[src/rtl/mips_noc_interface.sv]
// ---------------------------------------------------------------------------
// mips_noc_interface
//
// Network interface between one pipelined MIPS core (execute stage) and its
// NoC router port.
//
//   TX: words sent by the core are queued with their destination, then
//       emitted as a head flit {01, dest, src, 0...} followed by a body flit
//       {10, data} on a valid/ready link to the router.
//   RX: router flits are depacketized; each completed head+body pair is
//       queued as {src, data} and handed to the core's write-back path when
//       the core asks for it.
//
// Ports
//   clk, rst                 clock, synchronous active-high reset
//   current_node             address of this node (src field of head flits)
//   to_ni, dest_add_E,
//   proc_valid_E             core send request (one word per cycle)
//   tx_full, tx_overflow     TX queue full / sticky dropped-send flag
//   flit_out*, flit_in*      router link, valid/ready handshakes
//   proc_ready_in_E          core requests one received word
//   wd_NI, rx_src,
//   data_valid               delivered word, its source, one-cycle strobe
//   mips_ni                  RX queue holds at least one word
//   rx_proto_err             sticky: illegal flit sequence seen on flit_in
// ---------------------------------------------------------------------------
module mips_noc_interface #(
    parameter int DATA_W   = 32,
    parameter int NODE_W   = 2,
    parameter int TX_DEPTH = 4,
    parameter int RX_DEPTH = 4
) (
    input  logic              clk,
    input  logic              rst,
    input  logic [NODE_W-1:0] current_node,
    input  logic [DATA_W-1:0] to_ni,
    input  logic [NODE_W-1:0] dest_add_E,
    input  logic              proc_valid_E,
    input  logic              proc_ready_in_E,
    output logic [DATA_W-1:0] wd_NI,
    output logic              data_valid,
    output logic              mips_ni,
    output logic [NODE_W-1:0] rx_src,
    output logic              tx_full,
    output logic              tx_overflow,
    output logic              rx_proto_err,
    output logic [DATA_W+1:0] flit_out,
    output logic              flit_out_valid,
    input  logic              flit_out_ready,
    input  logic [DATA_W+1:0] flit_in,
    input  logic              flit_in_valid,
    output logic              flit_in_ready
);

    localparam int TXA   = $clog2(TX_DEPTH);
    localparam int RXA   = $clog2(RX_DEPTH);
    localparam int ENT_W = NODE_W + DATA_W;
    localparam int PAD_W = DATA_W - 2 * NODE_W;

    localparam logic [TXA:0]   TX_FULL_CNT = (TXA + 1)'(TX_DEPTH);
    localparam logic [TXA:0]   TX_CNT_ONE  = (TXA + 1)'(1);
    localparam logic [TXA-1:0] TX_PTR_ONE  = TXA'(1);
    localparam logic [RXA:0]   RX_FULL_CNT = (RXA + 1)'(RX_DEPTH);
    localparam logic [RXA:0]   RX_CNT_ONE  = (RXA + 1)'(1);
    localparam logic [RXA-1:0] RX_PTR_ONE  = RXA'(1);

    localparam logic [1:0] FT_HEAD = 2'b01;
    localparam logic [1:0] FT_BODY = 2'b10;

    typedef enum logic [1:0] {T_IDLE, T_HEAD, T_BODY} tx_state_t;
    typedef enum logic       {R_HEAD, R_BODY}         rx_state_t;

    // ------------------------------------------------------------------
    // TX side
    // ------------------------------------------------------------------
    logic [ENT_W-1:0] r_tx_mem [TX_DEPTH];
    logic [TXA-1:0]   r_tx_wr_ptr;
    logic [TXA-1:0]   r_tx_rd_ptr;
    logic [TXA:0]     r_tx_count;
    logic             r_tx_overflow;
    tx_state_t        r_tx_state;
    tx_state_t        w_tx_next;
    logic             w_tx_push;
    logic             w_tx_pop;
    logic [ENT_W-1:0] w_tx_entry;

    assign tx_full     = (r_tx_count == TX_FULL_CNT);
    assign tx_overflow = r_tx_overflow;
    assign w_tx_push   = proc_valid_E && !tx_full;
    assign w_tx_entry  = r_tx_mem[r_tx_rd_ptr];

    // Storage needs no reset: only entries below the count are ever read.
    always_ff @(posedge clk) begin
        if (w_tx_push) begin
            r_tx_mem[r_tx_wr_ptr] <= {dest_add_E, to_ni};
        end
    end

    // The entry is popped only once its body flit has left, so the head
    // entry stays put (and flit_out stays stable) through any stall.
    always_ff @(posedge clk) begin
        if (rst) begin
            r_tx_wr_ptr   <= '0;
            r_tx_rd_ptr   <= '0;
            r_tx_count    <= '0;
            r_tx_overflow <= 1'b0;
            r_tx_state    <= T_IDLE;
        end else begin
            r_tx_state <= w_tx_next;
            if (w_tx_push) begin
                r_tx_wr_ptr <= r_tx_wr_ptr + TX_PTR_ONE;
            end
            if (w_tx_pop) begin
                r_tx_rd_ptr <= r_tx_rd_ptr + TX_PTR_ONE;
            end
            case ({w_tx_push, w_tx_pop})
                2'b10:   r_tx_count <= r_tx_count + TX_CNT_ONE;
                2'b01:   r_tx_count <= r_tx_count - TX_CNT_ONE;
                default: r_tx_count <= r_tx_count;
            endcase
            if (proc_valid_E && tx_full) begin
                r_tx_overflow <= 1'b1;
            end
        end
    end

    // After a body flit, go straight back to T_HEAD if anything is left,
    // including a word being pushed in the same cycle.
    always_comb begin
        w_tx_next      = r_tx_state;
        flit_out       = '0;
        flit_out_valid = 1'b0;
        w_tx_pop       = 1'b0;
        case (r_tx_state)
            T_IDLE: begin
                if (r_tx_count != '0) begin
                    w_tx_next = T_HEAD;
                end
            end
            T_HEAD: begin
                flit_out_valid = 1'b1;
                flit_out       = {FT_HEAD, w_tx_entry[ENT_W-1 -: NODE_W],
                                  current_node, {PAD_W{1'b0}}};
                if (flit_out_ready) begin
                    w_tx_next = T_BODY;
                end
            end
            T_BODY: begin
                flit_out_valid = 1'b1;
                flit_out       = {FT_BODY, w_tx_entry[DATA_W-1:0]};
                if (flit_out_ready) begin
                    w_tx_pop = 1'b1;
                    if ((r_tx_count > TX_CNT_ONE) || w_tx_push) begin
                        w_tx_next = T_HEAD;
                    end else begin
                        w_tx_next = T_IDLE;
                    end
                end
            end
            default: w_tx_next = T_IDLE;
        endcase
    end

    // ------------------------------------------------------------------
    // RX side
    // ------------------------------------------------------------------
    logic [ENT_W-1:0]  r_rx_mem [RX_DEPTH];
    logic [RXA-1:0]    r_rx_wr_ptr;
    logic [RXA-1:0]    r_rx_rd_ptr;
    logic [RXA:0]      r_rx_count;
    logic [NODE_W-1:0] r_rx_cur_src;
    logic              r_rx_proto_err;
    logic [DATA_W-1:0] r_wd;
    logic [NODE_W-1:0] r_rx_src;
    logic              r_data_valid;
    rx_state_t         r_rx_state;
    rx_state_t         w_rx_next;
    logic [1:0]        w_flit_type;
    logic [NODE_W-1:0] w_flit_src;
    logic              w_rx_full;
    logic              w_rx_xfer;
    logic              w_rx_push;
    logic              w_rx_pop;
    logic              w_src_load;
    logic              w_rx_err;

    assign w_flit_type  = flit_in[DATA_W+1 -: 2];
    assign w_flit_src   = flit_in[DATA_W-NODE_W-1 -: NODE_W];
    assign w_rx_full    = (r_rx_count == RX_FULL_CNT);
    assign mips_ni      = (r_rx_count != '0);
    assign w_rx_pop     = proc_ready_in_E && mips_ni;
    assign rx_proto_err = r_rx_proto_err;
    assign wd_NI        = r_wd;
    assign rx_src       = r_rx_src;
    assign data_valid   = r_data_valid;

    // While waiting for a head every flit is consumed, so stray flits can
    // never wedge the link; only a body needs room in the queue.
    assign flit_in_ready = (r_rx_state == R_HEAD) || !w_rx_full;
    assign w_rx_xfer     = flit_in_valid && flit_in_ready;

    always_ff @(posedge clk) begin
        if (w_rx_push) begin
            r_rx_mem[r_rx_wr_ptr] <= {r_rx_cur_src, flit_in[DATA_W-1:0]};
        end
    end

    always_ff @(posedge clk) begin
        if (rst) begin
            r_rx_wr_ptr    <= '0;
            r_rx_rd_ptr    <= '0;
            r_rx_count     <= '0;
            r_rx_cur_src   <= '0;
            r_rx_proto_err <= 1'b0;
            r_rx_state     <= R_HEAD;
        end else begin
            r_rx_state <= w_rx_next;
            if (w_src_load) begin
                r_rx_cur_src <= w_flit_src;
            end
            if (w_rx_err) begin
                r_rx_proto_err <= 1'b1;
            end
            if (w_rx_push) begin
                r_rx_wr_ptr <= r_rx_wr_ptr + RX_PTR_ONE;
            end
            if (w_rx_pop) begin
                r_rx_rd_ptr <= r_rx_rd_ptr + RX_PTR_ONE;
            end
            case ({w_rx_push, w_rx_pop})
                2'b10:   r_rx_count <= r_rx_count + RX_CNT_ONE;
                2'b01:   r_rx_count <= r_rx_count - RX_CNT_ONE;
                default: r_rx_count <= r_rx_count;
            endcase
        end
    end

    // A second head while waiting for a body restarts the packet with the
    // newer source; the orphaned head is reported as a protocol error.
    always_comb begin
        w_rx_next  = r_rx_state;
        w_rx_push  = 1'b0;
        w_src_load = 1'b0;
        w_rx_err   = 1'b0;
        case (r_rx_state)
            R_HEAD: begin
                if (w_rx_xfer) begin
                    if (w_flit_type == FT_HEAD) begin
                        w_src_load = 1'b1;
                        w_rx_next  = R_BODY;
                    end else begin
                        w_rx_err = 1'b1;
                    end
                end
            end
            R_BODY: begin
                if (w_rx_xfer) begin
                    if (w_flit_type == FT_BODY) begin
                        w_rx_push = 1'b1;
                        w_rx_next = R_HEAD;
                    end else if (w_flit_type == FT_HEAD) begin
                        w_src_load = 1'b1;
                        w_rx_err   = 1'b1;
                    end else begin
                        w_rx_err = 1'b1;
                    end
                end
            end
            default: w_rx_next = R_HEAD;
        endcase
    end

    // Delivery register: wd_NI/rx_src hold their last word until the next
    // successful pop; data_valid marks the one cycle a new word appears.
    always_ff @(posedge clk) begin
        if (rst) begin
            r_wd         <= '0;
            r_rx_src     <= '0;
            r_data_valid <= 1'b0;
        end else begin
            r_data_valid <= w_rx_pop;
            if (w_rx_pop) begin
                {r_rx_src, r_wd} <= r_rx_mem[r_rx_rd_ptr];
            end
        end
    end

endmodule
[config.mk]
export PLATFORM = sky130hd
export DESIGN_NAME = mips_noc_interface
export DESIGN_NICKNAME = d
export VERILOG_FILES = /design/src/rtl/mips_noc_interface.sv
export SDC_FILE = /design/constraint.sdc
export NUM_CORES = 1
export LEC_CHECK = 0
export CAP_MARGIN = 20
export CORE_MARGIN = 5
export CORE_UTILIZATION = 35
export DETAILED_ROUTE_END_ITERATION = 8
export GPL_ROUTABILITY_DRIVEN = 0
export SYNTH_ARGS = -nofsm -noshare
export SYNTH_HDL_FRONTEND = slang
export SYNTH_SLANG_ARGS = --single-unit
[constraint.sdc]
create_clock -name clk -period 5.05 [get_ports clk]
set_clock_uncertainty 0.05 [all_clocks]
set_input_delay 1.515 -clock clk [delete_from_list [all_inputs] [get_ports clk]]
set_output_delay 1.515 -clock clk [all_outputs]
set_load 0.03 [all_outputs]
# == Word-level counts from Yosys, hierarchy flattened ==
# Memories as Yosys holds them, arrays and structs flattened. A register that Yosys moved wholly into a read port is not among the register bits.
# Cells that the tools add are included.
# word_totals
input_bits,76
ramBits,272
output_inout_bits,75
mem_count,2
ff_bits,22
# classes
n_reduce_logical,15
n_addsub,8
eq_ne,13
muxes,32
bitwise_logic,1
order_cmp,1
# memory_table
name,words,width,read_ports,rd_ports_with_merged_regs,write_ports,line,source
r_rx_mem,4,34,1,1,1,167,logic [ENT_W-1:0] r_rx_mem [RX_DEPTH];
r_tx_mem,4,34,1,1,1,76,logic [ENT_W-1:0] r_tx_mem [TX_DEPTH];
# ops
operator,count
$pmux W34 S2,1
$mux W1,20
$pmux W3 S2,2
$mux W2,5
$add A2 B1 Y2 const B,4
$eq A2 B1 Y1 const B,4
$eq A2 B2 Y1 const B,4
$add A3 B1 Y3 const B,2
$eq A3 B3 Y1 const B,2
$ne A2 B2 Y1 const B,3
$pmux W1 S2,3
$pmux W2 S3,1
$reduce_bool A3 Y1,2
$sub A3 B1 Y3 const B,2
$logic_and A1 B1 Y1,4
$reduce_bool A2 Y1,2
$gt A3 B1 Y1 const B,1
$reduce_and A3 Y1,1
$logic_not A1 Y1,2
$logic_not A2 Y1,1
$logic_or A1 B1 Y1,2
$reduce_or A2 Y1,1
$not A1 Y1,1

# == Logic depth before layout (Yosys ltp) ==
# Gate-level depths: netlist of run 1.
# logic_depth
depth_word,8
ltp_mapped,9

# == Worst setup path after synthesis of run 1 ==
# OpenSTA, ideal clock, no wires.
# synth_timing
path_kind,input to output
start,input port current_node[0]
end,output port flit_out[28]
arrival_time_ps,1859
stages,1
t_required_ps,3485
path_slack_ps,1626
path_cell_list,a32o_1
# synth_between
elab_chain_cells,1
# synth_rtl
item,line,source
"start, declared",35,"input logic [NODE_W-1:0] current_node,"
$pmux W34 S2,134,case (r_tx_state)
"end, declared",47,"output logic [DATA_W+1:0] flit_out,"
# No other way between the ends.

# == Final worst setup path of run 1 ==
# layout_timing
start,register r_tx_state[0]
end,output port flit_out[30]
# layout_between
elab_chain_cells,2
word_cells_on_any_way,3
classes_between,2 x eq/ne; 1 x mux
# layout_rtl
item,line,source
"start, declared",81,tx_state_t r_tx_state;
"start signal, assigned",109,r_tx_state <= w_tx_next;
$eq A2 B2 Y1 / $eq A2 B1 Y1 (equally long branches),134,
$pmux W34 S2 (*),134,
# Every way passes the cells marked *; elsewhere a longest branch is shown, timed or not.

==> impl_metrics.tcl, run 1 <==
set metrics [dict create \
    status "complete, no violations" \
    yosysTopAreaCell "edfxtp_1" \
    via_count 6168 \
    synthArstFlopShare_pct 0 \
    synth_nets 711 \
    root_buffer "clkbuf_16" \
    layout-area-overhead-vs-synth_pct 26.3 \
    syn_avg_cell_area_um2 20.2 \
    setup_ws_ns 0.464 \
    drive_gt1_share_pct 18.9 \
    drc 0 \
    synth_enable_flop_cells 272 \
    mostFrequentLayoutCells "edfxtp_1, clkdlybuf4s50_1, mux4_2" \
    start_kind "flop" \
    postCtsSetupRepairBufs 0 \
    worst_hold_slack_ns 0.414 \
    cts_sinks 330 \
    tightestPinTransition_ns 1.02 \
    ys_types 44 \
    placementRows 69 \
    port_buffers 150 \
    fillers 3068 \
    synth_area_leaders "edfxtp_1, mux4_2, dfxtp_1, a22o_1, and2_1" \
    chipWidth_um 199 \
    maxSlewHeadroom_pct 32.2 \
    core_area_um2 35300 \
    vdd_drop_max_mv 0.213 \
    rsz0062_at_grt "no" \
    crit_fanout 22 \
    clock_path_buffers 3 \
    crit_arrival_ns 3.02 \
    first_pass_iters 4 \
    ctsHoldBuffers 0 \
    critPathCaptureType "primary output" \
    clkTransAtPathRegs_ns 0.06 \
    fmax_mhz 218 \
    cp.required_ns 3.49 \
    yosys_most_used_dff "edfxtp_1" \
    tritoncts "yes" \
    yosysWarnings 0 \
    cts-resized-gates 0 \
    die-area_um2 39400 \
    p_leak_nw 5.08 \
    dr.first_iter.drc_count 240 \
    numCtsBuffers 37 \
    finalCritPeriodShare_pct 90.8 \
    period_needed_ns 4.59 \
    dpl.hpwl_mm 15.5 \
    netlist_area_um2 12400 \
    critical_path_class "flop to primary output" \
    grt_util_all_layers_pct 12.6 \
    viasPerCell 4.82 \
    final_common_cell "edfxtp_1" \
    antenna_found_initial 2 \
    antenna_left 0 \
    synth-seq-area-share_pct 75.0 \
    yosys.area.top_type_share_pct 65.6 \
    io_pins 151 \
    routed_wl_mm 25.0 \
    grt_max_degree 36 \
    hp-class "flop to flop" \
    grt_pass1_wl_mm 38.7 \
    grt_overflow 0 \
    hold_viol_final 0 \
    maxCapViolCount 0 \
    dp_slack_ns 0.699 \
    syn_inst 615 \
    cts-htree-levels 2 \
    layout.nets 888 \
    ys_ff_latch 330 \
    clock_latency_ns 0.52 \
    fin_util_pct 44.5 \
    grt_pass1_vias 6643 \
    power_density_nw_per_um2 392 \
    routedWlPerCell_um 19.5 \
    die_h_um 199 \
    drv_slew 0 \
    tns_ns 0 \
    initial_core_util_pct 35.2 \
    diodes 0 \
    setup_viol 0 \
]
[registers in the layout (all words and copies together), names as in the netlist, named ones only]
register,flops
r_tx_state,2
r_rx_state,1
r_rx_count,3
rx_proto_err,1
r_tx_mem,136
r_rx_cur_src,2
tx_overflow,1
data_valid,1
r_rx_rd_ptr,2
r_tx_wr_ptr,2
r_rx_wr_ptr,2
rx_src,2
r_tx_count,3
wd_NI,32
r_tx_rd_ptr,2
r_rx_mem,136
[through the flow]
| step | instances | instance area, um2 | power [mW] |
|---|---|---|---|
| after global routing | 1279 | 15700 | 6.41 |
| after global placement | 1214 | 14500 | 3.63 |
| after CTS | 1279 | 15700 | 6.24 |
| final | 1279 | 15700 | 6.16 |
| after detailed placement | 1214 | 14500 | 3.64 |
| after floorplan | 615 | 12400 | 3.41 |
[per-layer routing]
metal / track usage, % / vias to the layer above / routed length (um) / part of all wire, %
li1: - / 2824 / - / -
met1: 16.2 / 3124 / 10700 / 43
met2: 21.1 / 166 / 11900 / 48
met3: 3.73 / 50 / 1840 / 7.4
met4: 3.27 / 4 / 554 / 2.2
met5: 0 / - / 27 / 0.11
[power breakdown]
| part | internal [mW] | switching [mW] | total, mW |
|---|---|---|---|
| Clock | 1.54 | 1.04 | 2.59 |
| Sequential | 3.03 | 0.0306 | 3.06 |
| Combinational | 0.235 | 0.277 | 0.512 |
[path summary, 6_finish.rpt]
check	cells after the start	start	to	slack [ns]
worst max-delay path	6	r_tx_state[0]	flit_out[30]	0.46
worst min-delay path	2	tx_overflow	tx_overflow	0.41
worst max register to register	5	r_tx_count[0]	r_tx_mem[0][6]	2.54
worst min register to register	2	tx_overflow	tx_overflow	0.41
[cell families after synthesis]
group / after synthesis / synth area share (%)
simple gates: 80 / 3.84
flops: 330 / 75.0
compound gates: 57 / 3.75
xor+xnor: 9 / 0.633
mux: 74 / 12.8
fa+ha+maj: 20 / 2.07
buf+inv: 45 / 1.95
[synthesized netlist by cell type, types with 2 or more instances]
cell type and number:
buf_2 8, a32o_1 4, nand2b_1 6, o21bai_1 2, mux2i_1 5, nand3b_1 2
a211o_1 2, buf_6 6, and2_1 39, nor2_1 18, nand3_1 2, mux4_2 68
a21oi_1 6, or3_1 3, o21ai_0 2, dfxtp_1 58, inv_1 15, xor2_1 6
buf_4 5, xnor2_1 3, a22o_1 34, ha_1 19, edfxtp_1 272, clkbuf_1 10
[layout make-up]
cell class,instances,area [um2],area share [%]
clock inverter,17,190,1.21
clock buffer,48,987,6.28
multi-input combinational,240,2900,18.4
sequential,330,9330,59.4
inverter,15,56.3,0.358
tap,461,577,3.67
timing repair buffer,168,1670,10.7
[critical path, cell delays in order (launching register included)]
cell and delay (ns):
dfxtp_1 0.39, inv_1 0.10, ha_1 0.43, and2_1 0.40, buf_4 0.31, a32o_1 0.16, clkdlybuf4s50_1 0.69
No activity file was read; power rests on OpenSTA's default activity.
==> run 2, diff against run 1 <==
==> constraint.sdc (replaced) <==
create_clock -name clk -period 5.7 [get_ports clk]
set_clock_uncertainty 0.05 [all_clocks]
set_input_delay 1.71 -clock clk [delete_from_list [all_inputs] [get_ports clk]]
set_output_delay 1.71 -clock clk [all_outputs]
set_load 0.03 [all_outputs]
==> impl_metrics.tcl, run 2 (same netlist as run 1, synthesis figures left out) <==
set metrics [dict create \
    start_kind "flop" \
    power_density_nw_per_um2 353 \
    initial_core_util_pct 35.2 \
    viasPerCell 4.82 \
    r2r_cells 4 \
    drv_slew 0 \
    p_leak_nw 5.06 \
    cp_num_buf_inv 3 \
    tns_ns 0 \
    ctsHoldBuffers 0 \
    vdd_drop_max_mv 0.305 \
    dr.first_iter.drc_count 274 \
    root_buffer "clkbuf_16" \
    io_pins 151 \
    cp_common_cell "and2_1" \
    finalPower_mw 5.53 \
    netSwitchingPower_mw 1.18 \
    crit_fanout 18 \
    drive_gt1_share_pct 18.4 \
    fillers 3044 \
    routed_wl_mm 24.8 \
    clock_path_buffers 3 \
    cp.required_ns 3.94 \
    setup_viol 0 \
    grt_pass1_wl_mm 38.6 \
    numCtsBuffers 36 \
    grt_pass1_vias 6791 \
    drc 0 \
    hp-class "flop to flop" \
    layout-area-overhead-vs-synth_pct 25.8 \
    via_count 6121 \
    die_h_um 199 \
    fmax_mhz 206 \
    cts_sinks 330 \
    rsz0062_at_grt "no" \
    hp-start "tx_overflow" \
    min_to "tx_overflow" \
    crit_arrival_ns 3.09 \
    hold_depth 2 \
    swShare_pct 21.4 \
    maxCapViolCount 0 \
    dp_slack_ns 0.953 \
    first_pass_iters 4 \
    grt_max_degree 36 \
    status "complete, no violations" \
    routedWlPerCell_um 19.5 \
    p_seq_share_pct 49.2 \
    grt_util_all_layers_pct 12.6 \
    r2r_setup_slack_ns 3.18 \
    cts-resized-gates 0 \
    slowest_delay_ns 0.68 \
    clock_latency_ns 0.52 \
    cts-htree-levels 2 \
    grt_overflow 0 \
    diodes 0 \
    critical_path_class "flop to primary output" \
    clkPwrFrac_pct 42.9 \
    worst_hold_slack_ns 0.420 \
    internal_power_mw 4.35 \
    fin_util_pct 44.3 \
    period_needed_ns 4.85 \
    mostFrequentLayoutCells "edfxtp_1, clkdlybuf4s50_1, mux4_2" \
    seq_area_um2 9330 \
    setup_ws_ns 0.846 \
    r2r-end "r_tx_mem[1][8]" \
    final_common_cell "edfxtp_1" \
    r2r_start "r_tx_count[0]" \
    worstPathCellList "inv_1 > ha_1 > and2_1 > buf_4 > and2_1 > clkdlybuf4s50_1" \
    core_area_um2 35300 \
    dpl.hpwl_mm 15.0 \
    crit_slowest_cell "clkdlybuf4s50_1" \
    placementRows 69 \
    tightestPinTransition_ns 1.05 \
    antenna_left 0 \
    postCtsSetupRepairBufs 0 \
    critPathTopFamily "buffers and inverters" \
    chipWidth_um 199 \
    hold_viol_final 0 \
    tritoncts "yes" \
    die-area_um2 39400 \
    antenna_found_initial 2 \
    layout.nets 878 \
    port_buffers 150 \
    critPathCaptureType "primary output" \
    finalCritPeriodShare_pct 85.2 \
    pwr-share-comb_pct 7.9 \
    maxSlewHeadroom_pct 29.8 \
    clkTransAtPathRegs_ns 0.06 \
    multi_input_area_um2 2900 \
]
[run 2: cell count changes in the layout (fill, tap and decap cells not counted), moves of 2 or more]
cell,change
bufinv_16,+2
clkinvlp_4,-2
buf_12,-3
clkbuf_1,-4
inv_6,-2
buf_4,-6
clkinv_2,+5
[run 2: tightest hold or removal path: cells and delay by family (launching register included)]
family / cells / cell delay [ns]
AND/OR/NAND/NOR: 1 / 0.07
AO/OA/AOI/OAI: 1 / 0.04
flip-flops: 1 / 0.33
[run 2: power by group through the flow]
stage                     Combinational [mW]  Clock, mW  Sequential (mW)
final                                  0.439       2.37             2.72
after global routing                   0.477       2.56             2.73
after CTS                              0.449       2.45             2.72
after detailed placement               0.447          0             2.77
after global placement                 0.445          0             2.77
after floorplan                        0.260          0             2.76
[run 2: routing by layer]
| metal | share of wire [%] | vias to the layer above | track usage, % |
|---|---|---|---|
| met5 | 0.085 | - | 0 |
| met4 | 1.6 | 4 | 3.09 |
| met3 | 6.9 | 39 | 3.83 |
| met2 | 49 | 170 | 21.3 |
| met1 | 42 | 3103 | 16.1 |
| li1 | - | 2805 | - |
[run 2: how the worst max path moves through the flow]
| stage | startpoint | end | depth (start not counted) |
|---|---|---|---|
| after CTS | r_tx_state[0] | flit_out[13] | 6 |
| after floorplan | current_node[0] | flit_out[28] | 1 |
| final | r_tx_state[0] | flit_out[13] | 6 |
| after detailed placement | current_node[1] | flit_out[29] | 3 |
| after global routing | r_tx_state[0] | flit_out[13] | 6 |
| after global placement | current_node[0] | flit_out[28] | 3 |
[run 2: cell type report]
type	count	area share [%]
sequential	330	59.6
multi-input combinational	240	18.5
timing repair buffer	159	10.0
clock buffer	44	6.28
tap	461	3.68
clock inverter	21	1.55
inverter	15	0.360
[run 2: through the flow]
step	std cells	cell area, um2
2_1_floorplan	615	12400
3_5_place_dp	1205	14400
5_1_grt	1270	15700
3_3_place_gp	1205	14400
6_report	1270	15700
4_1_cts	1270	15700
